--- src/rtl/trackball_pkg.sv ---
// Shared constants for the PS/2-to-trackball quadrature generator: default
// accumulator width, bit positions inside trakball_o, and the clamp limit.
package trackball_pkg;

  localparam int ACC_W_DEF = 12;

  // trakball_o = {dirX,dirX,clkX,clkX,dirY,dirY,clkY,clkY}
  localparam int DIR_X_HI = 7;
  localparam int DIR_X_LO = 6;
  localparam int CLK_X_HI = 5;
  localparam int CLK_X_LO = 4;
  localparam int DIR_Y_HI = 3;
  localparam int DIR_Y_LO = 2;
  localparam int CLK_Y_HI = 1;
  localparam int CLK_Y_LO = 0;

  // Symmetric saturation magnitude for a signed accumulator of acc_w bits.
  function automatic int sat_limit(input int acc_w);
    return (1 << (acc_w - 1)) - 1;
  endfunction

endpackage

--- src/rtl/trackball_axis.sv ---
// One trackball axis: saturating signed motion accumulator drained one step
// per enabled tick, producing a direction bit and a toggling step clock.
module trackball_axis
  import trackball_pkg::*;
#(
  parameter int ACC_W = ACC_W_DEF
) (
  input  logic              clk_sys,
  input  logic              reset_n,
  input  logic signed [8:0] delta,
  input  logic              pkt,
  input  logic              tick,
  output logic              dir,
  output logic              step_clk
);

  // Two guard bits hold acc + delta +/- 1 without overflow before clamping.
  localparam int SUM_W = ACC_W + 2;
  localparam logic signed [SUM_W-1:0] LIM     = SUM_W'(sat_limit(ACC_W));
  localparam logic signed [SUM_W-1:0] NEG_LIM = -LIM;
  localparam logic signed [SUM_W-1:0] ONE     = SUM_W'(1);
  localparam logic signed [SUM_W-1:0] M_ONE   = SUM_W'(-1);

  logic signed [ACC_W-1:0] acc;
  logic signed [ACC_W-1:0] acc_next;
  logic signed [SUM_W-1:0] acc_ext;
  logic signed [SUM_W-1:0] delta_ext;
  logic signed [SUM_W-1:0] adj;
  logic signed [SUM_W-1:0] sum;
  logic                    moving;

  always_comb begin
    moving    = tick && (acc != '0);
    acc_ext   = {{2{acc[ACC_W-1]}}, acc};
    delta_ext = pkt ? {{(SUM_W-9){delta[8]}}, delta} : '0;
    adj       = '0;
    if (moving) adj = acc[ACC_W-1] ? ONE : M_ONE;
    sum       = acc_ext + delta_ext + adj;
    acc_next  = sum[ACC_W-1:0];
    if (sum > LIM)          acc_next = LIM[ACC_W-1:0];
    else if (sum < NEG_LIM) acc_next = NEG_LIM[ACC_W-1:0];
  end

  always_ff @(posedge clk_sys or negedge reset_n) begin
    if (!reset_n) begin
      acc      <= '0;
      dir      <= 1'b0;
      step_clk <= 1'b0;
    end else begin
      acc <= acc_next;
      if (moving) begin
        dir      <= ~acc[ACC_W-1];
        step_clk <= ~step_clk;
      end
    end
  end

endmodule

--- src/rtl/trackball_quad_gen.sv ---
// Turns hps_io PS/2 mouse packets into Centipede trackball direction/clock
// pairs: toggle edge detect, flip handling, step divider and output packing.
module trackball_quad_gen
  import trackball_pkg::*;
#(
  parameter int ACC_W    = ACC_W_DEF,
  parameter int STEP_DIV = 1
) (
  input  logic        clk_sys,
  input  logic        reset_n,
  input  logic [24:0] ps2_mouse,
  input  logic        flip,
  input  logic        hold,
  output logic [7:0]  trakball_o
);

  localparam int DIV_W = (STEP_DIV > 1) ? $clog2(STEP_DIV) : 1;
  localparam logic [DIV_W-1:0] DIV_LAST = DIV_W'(STEP_DIV - 1);

  logic [DIV_W-1:0] div_cnt;
  logic             tick;
  logic             tick_en;
  logic             primed;
  logic             toggle_q;
  logic             pkt;
  logic signed [8:0] delta_x;
  logic signed [8:0] delta_y;
  logic             dir_x, clk_x, dir_y, clk_y;
  logic             unused_bits;

  assign unused_bits = ^{ps2_mouse[7:6], ps2_mouse[3:0]};

  // The divider free-runs; hold only masks the tick it produces.
  assign tick    = (div_cnt == DIV_LAST);
  assign tick_en = tick & ~hold;
  // No packet until the toggle copy has been loaded once after reset.
  assign pkt     = primed & (ps2_mouse[24] ^ toggle_q);
  assign delta_x = {ps2_mouse[4] ^ flip, ps2_mouse[15:8]};
  assign delta_y = {ps2_mouse[5] ^ flip, ps2_mouse[23:16]};

  always_ff @(posedge clk_sys or negedge reset_n) begin
    if (!reset_n) begin
      div_cnt  <= '0;
      primed   <= 1'b0;
      toggle_q <= 1'b0;
    end else begin
      toggle_q <= ps2_mouse[24];
      primed   <= 1'b1;
      div_cnt  <= tick ? '0 : div_cnt + 1'b1;
    end
  end

  trackball_axis #(.ACC_W(ACC_W)) u_axis_x (
    .clk_sys  (clk_sys),
    .reset_n  (reset_n),
    .delta    (delta_x),
    .pkt      (pkt),
    .tick     (tick_en),
    .dir      (dir_x),
    .step_clk (clk_x)
  );

  trackball_axis #(.ACC_W(ACC_W)) u_axis_y (
    .clk_sys  (clk_sys),
    .reset_n  (reset_n),
    .delta    (delta_y),
    .pkt      (pkt),
    .tick     (tick_en),
    .dir      (dir_y),
    .step_clk (clk_y)
  );

  always_comb begin
    trakball_o                    = '0;
    trakball_o[DIR_X_HI:DIR_X_LO] = {2{dir_x}};
    trakball_o[CLK_X_HI:CLK_X_LO] = {2{clk_x}};
    trakball_o[DIR_Y_HI:DIR_Y_LO] = {2{dir_y}};
    trakball_o[CLK_Y_HI:CLK_Y_LO] = {2{clk_y}};
  end

endmodule

--- config.mk ---
export PLATFORM = sky130hd
export DESIGN_NAME = trackball_quad_gen
export DESIGN_NICKNAME = d
export VERILOG_FILES = /design/src/rtl/trackball_pkg.sv /design/src/rtl/trackball_axis.sv /design/src/rtl/trackball_quad_gen.sv
export SDC_FILE = /design/constraint.sdc
export NUM_CORES = 1
export LEC_CHECK = 0
export CORE_UTILIZATION = 35
export CTS_CLUSTER_SIZE = 8
export DETAILED_ROUTE_END_ITERATION = 6
export PLACE_DENSITY = 0.64
export SLEW_MARGIN = 30
export SYNTH_ARGS = -nofsm -noshare
export SYNTH_HDL_FRONTEND = slang
export SYNTH_SLANG_ARGS = --single-unit
--- constraint.sdc ---
create_clock -name clk_sys -period 11.3 [get_ports clk_sys]
set_clock_uncertainty 0.05 [all_clocks]
set_input_delay 1.13 -clock clk_sys [delete_from_list [all_inputs] [get_ports clk_sys]]
set_output_delay 1.13 -clock clk_sys [all_outputs]
set_load 0.02 [all_outputs]
### Word level (Yosys, flattened, before mapping)

Cells that the tools add are included.

* register bits after elaboration: 31
* logic and storage cells: 44
* bits of input ports: 29
* output and inout port bits: 8

* bitwise operators: 11
* mux-type cells: 11
* add/sub/neg operators: 5
* order comparisons: 4
* reduce and logical (&&, ||, !) cells: 4

Operator list (number)
* two-way mux 14 bit: 6
* two-way mux 12 bit: 4
* adder 12 x 14 -> 14 bit: 2
* adder 14 bit: 2
* greater-than comparator 14 x 12 -> 1 bit (second input constant): 2
* < comparator 14 x 12 -> 1 bit (second input constant): 2
* nonzero test 12 bit: 2
* NOT 1 bit: 6
* XOR 1 bit: 3
* AND 1 bit: 2
* logical AND 1 bit: 2
* adder 1 bit (second input constant): 1
* two-way mux 1 bit: 1

### Longest topological paths before layout

Gate-level depths: netlist (run 1).

* depth after elaboration: 8
* depth in mapped cells: 17
* gate-level depth less buffers: 16

### By module

From an unflattened synthesis (run 1), not the netlist that was laid out.

* cell total of the unflattened synthesis: 305
* area total of the unflattened synthesis: 2942.8 µm²

By module, submodules not included
* trackball_axis at u_axis_x: instances 1, seq. area each 350.3 µm², cells an instance 148, area each 1417.6 µm²
* trackball_axis at u_axis_y: instances 1, seq. area each 350.3 µm², cells an instance 141, area each 1375.1 µm²
* trackball_quad_gen: instances 1, seq. area each 50.0 µm², cells an instance 16, area each 150.1 µm²

### Worst setup path after synthesis (run 1)

Ideal clock, no wire load.

* path type: input to register
* from: in hold
* to: reg u_axis_y.acc[1]
* data arrival time: 4.657 ns
* buffers on the path: 0
* cell stages on the path: 14
* library setup time: 0.124 ns
* slack: 6.469 ns
* required time: 11.126 ns
* path through: a31oi_1 -> inv_1 -> nor2_1 -> inv_1 -> fa_1 -> inv_1 -> fa_1 -> a21o_1 -> o2bb2ai_2 -> o32a_1 -> or4b_1 -> nor4b_2 -> o21ai_1 -> o2bb2ai_1

* word-level cells in the longest chain between the ends: 8
* elaborated cells between the ends (all ways): 9
* those cells by class: add/sub (1); order compare (2); mux (3); bitwise (2); reduce/logical (1)

RTL lines
* from (decl): RTL line trackball_quad_gen.sv:13 `input logic hold,`
* NOT 1 bit *: RTL line trackball_quad_gen.sv:35 `assign tick_en = tick & ~hold;`
* AND 1 bit *: RTL line trackball_quad_gen.sv:35
* logical AND 1 bit *: RTL line trackball_axis.sv:33 `moving = tick && (acc != '0);`
* two-way mux 14 bit *: RTL line trackball_axis.sv:37 `if (moving) adj = acc[ACC_W-1] ? ONE : M_ONE;`
* adder 14 bit *: RTL line trackball_axis.sv:38 `sum = acc_ext + delta_ext + adj;`
* < comparator 14 x 12 -> 1 bit: RTL line trackball_axis.sv:41 `else if (sum < NEG_LIM) acc_next = NEG_LIM[ACC_W-1:0];`
* two-way mux 12 bit: RTL line trackball_axis.sv:41
* two-way mux 12 bit *: RTL line trackball_axis.sv:40 `if (sum > LIM) acc_next = LIM[ACC_W-1:0];`
* net u_axis_y.acc_next[1]: RTL line trackball_axis.sv:25 `logic signed [ACC_W-1:0] acc_next;`
* to (signal assigned): RTL line trackball_axis.sv:50 `acc <= acc_next;`
* to (decl): RTL line trackball_axis.sv:24 `logic signed [ACC_W-1:0] acc;`

The timed path passes the listed nets; every way through them passes the cells marked *.
A chain may end at the register's enable or synchronous reset.

### Worst setup path in the final report (run 1)

* from: in hold
* to: reg u_axis_x.acc[0]

* word-level cells in the longest chain between the ends: 8
* elaborated cells between the ends (all ways): 9
* those cells by class: add/sub (1); order compare (2); mux (3); bitwise (2); reduce/logical (1)

RTL lines (RTL line)
* NOT 1 bit *: trackball_quad_gen.sv:35
* AND 1 bit *: trackball_quad_gen.sv:35
* logical AND 1 bit *: trackball_axis.sv:33
* two-way mux 14 bit *: trackball_axis.sv:37
* adder 14 bit *: trackball_axis.sv:38
* < comparator 14 x 12 -> 1 bit: trackball_axis.sv:41
* two-way mux 12 bit: trackball_axis.sv:41
* two-way mux 12 bit *: trackball_axis.sv:40
* net u_axis_x.acc_next[0]: trackball_axis.sv:25
* to (signal assigned): trackball_axis.sv:50
* to (decl): trackball_axis.sv:24

Marks and branches as above.

==> results of run 1 <==
## per-stage QoR
step | instance area [um^2] | utilization [%] | instances
floorplan | 3530 | - | 417
global placement | 3900 | 39.9 | 564
detailed placement | 3900 | 39.9 | 564
CTS | 4000 | 40.9 | 572
global route | 4000 | 40.9 | 572
finish | 4000 | 40.9 | 572
## kinds of logic (layout without fill, tap and decap cells)
logic type               after synthesis  in the layout  synth area share (%)
AO/OA/AOI/OAI                        122            122                  23.9
XOR/XNOR                              17             17                  4.21
adder cells (fa/ha/maj)               50             50                  23.2
buffers and inverters                100            122                  12.1
flip-flops                            30             30                  21.2
multiplexers                           1              1                 0.283
other                                  1              1                 0.106
AND/OR/NAND/NOR                       96             96                  14.9
## metal layers
metal	vias up	GRT usage (%)	part of all wire (%)
met3	7	2.53	3.1
met2	46	30.6	53
met4	0	2.86	0.59
met1	1398	20.1	43
li1	1471	-	-
met5	-	0	0
## cell type report
cell class,count,area (um^2),share of cell area [%]
multi-input combinational,287,2360,59.1
sequential,30,751,18.8
timing repair buffer,32,315,7.89
inverter,82,308,7.70
tap,133,166,4.16
clock buffer,6,82.6,2.07
clock inverter,2,12.5,0.313
## sequential cells by signal, indices dropped and copies added (netlist names)
| register | count |
|---|---|
| u_axis_x.step_clk | 1 |
| u_axis_y.step_clk | 1 |
| u_axis_y.dir | 1 |
| u_axis_x.dir | 1 |
| u_axis_x.acc | 12 |
| toggle_q | 1 |
| primed | 1 |
| u_axis_y.acc | 12 |
## worst max-delay path: stages
cell and delay, ps:
clkdlybuf4s50_1 470, a31oi_1 270, inv_1 150, nor2_1 270, inv_1 370, fa_1 610
inv_1 50, ha_1 380, a2111oi_2 410, o31ai_1 200, a31o_2 320, a211o_1 330
a311oi_1 470, a31oi_1 160
## cells in the final DEF, fill, tap and decap left out, types with 4 or more instances in the layout
| cell type | instances |
|---|---|
| a211o_1 | 6 |
| a211oi_1 | 5 |
| a21o_1 | 7 |
| a21oi_1 | 34 |
| a31oi_1 | 4 |
| and3_1 | 5 |
| clkbuf_8 | 6 |
| clkdlybuf4s50_1 | 30 |
| dfrtp_1 | 30 |
| fa_1 | 26 |
| ha_1 | 24 |
| inv_1 | 82 |
| nand2_1 | 26 |
| nand3_1 | 4 |
| nor2_1 | 18 |
| nor3_1 | 4 |
| nor4_1 | 8 |
| o21ai_0 | 23 |
| o21ai_1 | 9 |
| o2bb2ai_1 | 4 |
| or3_1 | 5 |
| xnor2_1 | 7 |
| xor2_1 | 10 |
## worst min-delay path by stage
stage,to,slack (ps),cells past startpoint,startpoint
finish,u_axis_x.step_clk,460,1,u_axis_x.step_clk
global route,u_axis_x.step_clk,480,1,u_axis_x.step_clk
CTS,u_axis_x.step_clk,470,1,u_axis_x.step_clk
detailed placement,u_axis_x.step_clk,460,1,u_axis_x.step_clk
global placement,u_axis_x.step_clk,460,1,u_axis_x.step_clk
floorplan,u_axis_x.step_clk,420,1,u_axis_x.step_clk
==> impl_metrics.csv, run 1 <==
group,metric,value,unit
status,status,"completed",
sta,period_needed,5500,ps
critical_path,worst_ep_arrival_time,5600,ps
critical_path,cp_max_fo,10,
place,portBuffers,30,
clock_tree,postCtsSetupRepairBufs,0,
floorplan,fp.dieW,102,um
sta,holdWs,462,ps
synthesis,yosys.area.top_type_share,21.2,%
detailed_routing,wirelength,7790,um
critical_path,cp-end-kind,"flop",
clock_tree,clkTransAtPathRegs,60,ps
sta,max_freq,182,MHz
finish,area_growth,13.1,%
global_route,antenna_found_initial,0,
synthesis,synthFlopType,"dfrtp_1",
critical_path,r2r_cells,15,
critical_path,rrSetupSlack,6630,ps
detailed_routing,drt-pass1-iter-count,5,
finish,fill_cells,990,
sta,slew_violations,0,
sta,slew_headroom,55.8,%
global_route,overflow,0,
sta,worst_slew_pin_slew,662,ps
clock_tree,ctsHoldBuffers,0,
synthesis,synth_most_common_cell,"inv_1",
floorplan,die_y,102,um
critical_path,critPathLaunchType,"input port",
synthesis,synth_cell_types,65,
floorplan,rows,36,
place,gp_congestion,0.827,
sta,rsz0062_at_grt,"no",
place,dpl_worst_slack,5440,ps
global_route,grt_max_degree,31,
critical_path,crit_path_start,"hold",
clock_tree,cts-root-buf,"clkbuf_8",
detailed_routing,drc,0,
synthesis,synthArstFlopShare,100,%
synthesis,ys_ff_latch,30,
critical_path,path_class,"in -> reg",
synthesis,netlist_area,3530,um^2
detailed_routing,ant_nets,0,
sta,period_share,48.7,%
finish,num_antenna_cells,0,
detailed_routing,drt-initial-drc-count,87,
synthesis,synth_top_cells_by_count,"inv_1 (82), a21oi_1 (34), dfrtp_1 (30), fa_1 (26), nand2_1 (26)",
floorplan,initial_core_util,36.1,%
clock_tree,cts_resized,0,
clock_tree,worstSkewPairLatency,280,ps
detailed_routing,wl_per_cell,13.6,um
synthesis,syn_area_per_cell,8.47,um^2
min_path,hold_path_class,"reg -> reg",
clock_tree,numCtsBuffers,5,
place,hpwl,6380,um
synthesis,synth_area_leader_cell,"dfrtp_1",
synthesis,synthTopCellsByArea,"dfrtp_1 (21%), fa_1 (15%), inv_1 (8.7%), ha_1 (8.5%), a21oi_1 (4.8%)",
clock_tree,clk_path_buf_depth,2,
synthesis,syn_nets,496,
sta,finalSetupTns,0,ps
critical_path,regToRegStartpoint,"u_axis_y.acc[11]",
critical_path,required,11390,ps
global_route,grt_pass1_wl,13500,um
synthesis,synth-edff-count,0,
sta,setup_viol,0,
detailed_routing,vias,2922,
finish,drive_above_1_share,7.06,%
global_route,gr-usage-all-layers,16.5,%
detailed_routing,vias_per_cell,5.11,
clock_tree,clock_sinks,30,
floorplan,io_pins,37,
critical_path,r2r_end,"u_axis_y.acc[10]",
critical_path,cp-endpoint,"u_axis_x.acc[0]",
finish,nets,517,
sta,final.setup.worst_slack,5800,ps
global_route,grt_pass1_vias,2967,
synthesis,syn_inst,417,
synthesis,synth_warnings,0,
clock_tree,htreeDepth,2,
floorplan,core_area,9770,um^2
job,max_cap_viol_count,0,
synthesis,synth.yosys.seq_area_share,21.2,%
clock_tree,cts_tree,"yes",
sta,hold_viol_final,0,
floorplan,dieArea,10500,um^2
Power of run 1 is not shown: default switching activity piles up to over one toggle a cycle in this logic, so the estimate is an artifact.
==> run 2: changes to the inputs <==
- PLACE_DENSITY: 0.64 -> 0.66
- clock period: 11.3 -> 4.81 ns (I/O delays scaled with it)
==> run 2 against run 1 <==
  * Utilization is 1.2 points higher
  * Global-route usage is 0.34 points higher
  * Worst setup slack worse by 5500 ps
  * Register-to-register slack worse by 6300 ps
  * Sequential share of layout area is 0.54 points lower
  * Critical path type unchanged
  * Routed wire length is 3.1% higher
==> impl_metrics.csv, run 2 (same netlist as run 1, synthesis figures left out) <==
group,metric,value,unit
clock_tree,clkTransAtPathRegs,70,ps
finish,final_util,42.1,%
clock_tree,ctsHoldBuffers,0,
floorplan,rows,36,
finish,nets,534,
sta,hold_viol_final,0,
clock_tree,numCtsBuffers,5,
finish,largest_registers,"u_axis_x.acc: 12 flops, u_axis_y.acc: 12 flops",
place,hpwl,6700,um
place,gp_congestion,0.863,
critical_path,required,4900,ps
sta,finalSetupTns,0,ps
critical_path,cp_slowest_cell,"fa_1",
critical_path,crit_chain,"clkdlybuf4s50_1 > a31oi_1 > inv_1 > nor2_1 > inv_1 > fa_1 > inv_1 > ha_1 > a211oi_2 > nor3_2 > or4_4 > and3_4 > or2_4 > o21ai_0 > o21ai_0",
critical_path,path_class,"in -> reg",
job,max_cap_viol_count,0,
detailed_routing,wl_per_cell,13.6,um
place,portBuffers,30,
critical_path,rrSetupSlack,360,ps
critical_path,path_buf_inv,4,
clock_tree,clock_sinks,30,
clock_tree,htreeDepth,2,
global_route,antenna_found_initial,0,
global_route,overflow,0,
sta,rsz0062_at_grt,"no",
min_path,min_path_cells,1,
min_path,hold_end,"u_axis_x.step_clk",
clock_tree,worstSkewPairLatency,290,ps
floorplan,fp.dieW,102,um
min_path,hold_start,"u_axis_x.step_clk",
finish,num_antenna_cells,0,
critical_path,cp_max_fo,14,
finish,final_cell_mix,"inv_1 (82), a21oi_1 (34), clkdlybuf4s50_1 (30), dfrtp_1 (30)",
sta,slew_violations,0,
critical_path,cpMostUsedCell,"inv_1",
floorplan,core_area,9770,um^2
status,status,"completed",
clock_tree,cts_tree,"yes",
place,placed_area,4020,um^2
global_route,grt_pass1_wl,13600,um
detailed_routing,ant_nets,0,
sta,max_freq,223,MHz
critical_path,critPathLaunchType,"input port",
global_route,grt_pass1_vias,3003,
global_route,grt_max_degree,31,
critical_path,regToRegStartpoint,"u_axis_y.acc[5]",
detailed_routing,drc,0,
sta,setup_viol,0,
finish,area_growth,16.5,%
detailed_routing,vias,2979,
floorplan,die_y,102,um
finish,finalInstanceArea,4120,um^2
sta,period_needed,4490,ps
critical_path,r2r_cells,15,
detailed_routing,wirelength,8030,um
critical_path,critPathTopFamily,"simple AND/OR/NAND/NOR gates",
floorplan,initial_core_util,36.1,%
clock_tree,cts_resized,0,
finish,drive_above_1_share,10.1,%
clock_tree,clk_path_buf_depth,2,
floorplan,io_pins,37,
critical_path,critPathMaxStageDelay,570,ps
sta,period_share,93.3,%
critical_path,r2r_end,"u_axis_y.acc[10]",
finish,mostFrequentLayoutCell,"inv_1",
detailed_routing,drt-pass1-iter-count,4,
floorplan,dieArea,10500,um^2
critical_path,worst_ep_arrival_time,4580,ps
critical_path,cp-end-kind,"flop",
min_path,hold_path_class,"reg -> reg",
clock_tree,postCtsSetupRepairBufs,0,
detailed_routing,drt-initial-drc-count,103,
global_route,gr-usage-all-layers,16.8,%
clock_tree,cts-root-buf,"clkbuf_8",
detailed_routing,vias_per_cell,5.06,
-- run 2: cell type report --
class | count | area, um^2
clock buffers | 7 | 86.3
clock inverters | 1 | 5.00
fillers | 1000 | 5660
inverters | 82 | 308
multi-input cells | 287 | 2360
flip-flops and latches | 30 | 751
well taps | 133 | 166
repair buffers | 49 | 443
-- run 2: layer usage --
layer | global-route usage [%] | wire [um] | share of wire, % | up-vias
met1 | 20.2 | 3400 | 42 | 1436
met4 | 3.63 | 75 | 0.93 | 0
met5 | 0 | 0 | 0 | -
li1 | - | - | - | 1494
met3 | 2.33 | 256 | 3.2 | 9
met2 | 31.5 | 4300 | 53 | 40
-- run 2: how the worst max path moves through the flow --
| stage | startpoint | end | slack [ps] | cells past startpoint |
|---|---|---|---|---|
| 2_1_floorplan | hold | u_axis_y.acc[1] | 630 | 14 |
| 3_5_place_dp | hold | u_axis_y.acc[1] | 50 | 15 |
| 3_3_place_gp | hold | u_axis_y.acc[2] | 90 | 15 |
| 6_report | hold | u_axis_y.acc[10] | 320 | 15 |
| 4_1_cts | hold | u_axis_y.acc[2] | 320 | 15 |
| 5_1_grt | hold | u_axis_y.acc[2] | 40 | 15 |
-- run 2: through the flow --
stage | instances | hold slack, ps | worst slack [ps]
finish | 589 | 457 | 324
global route | 589 | 495 | 37.9
CTS | 589 | 467 | 322
detailed placement | 581 | 453 | 46.7
global placement | 581 | 454 | 91.9
floorplan | 417 | 135 | 628
Power of run 2 is left out for the same reason.
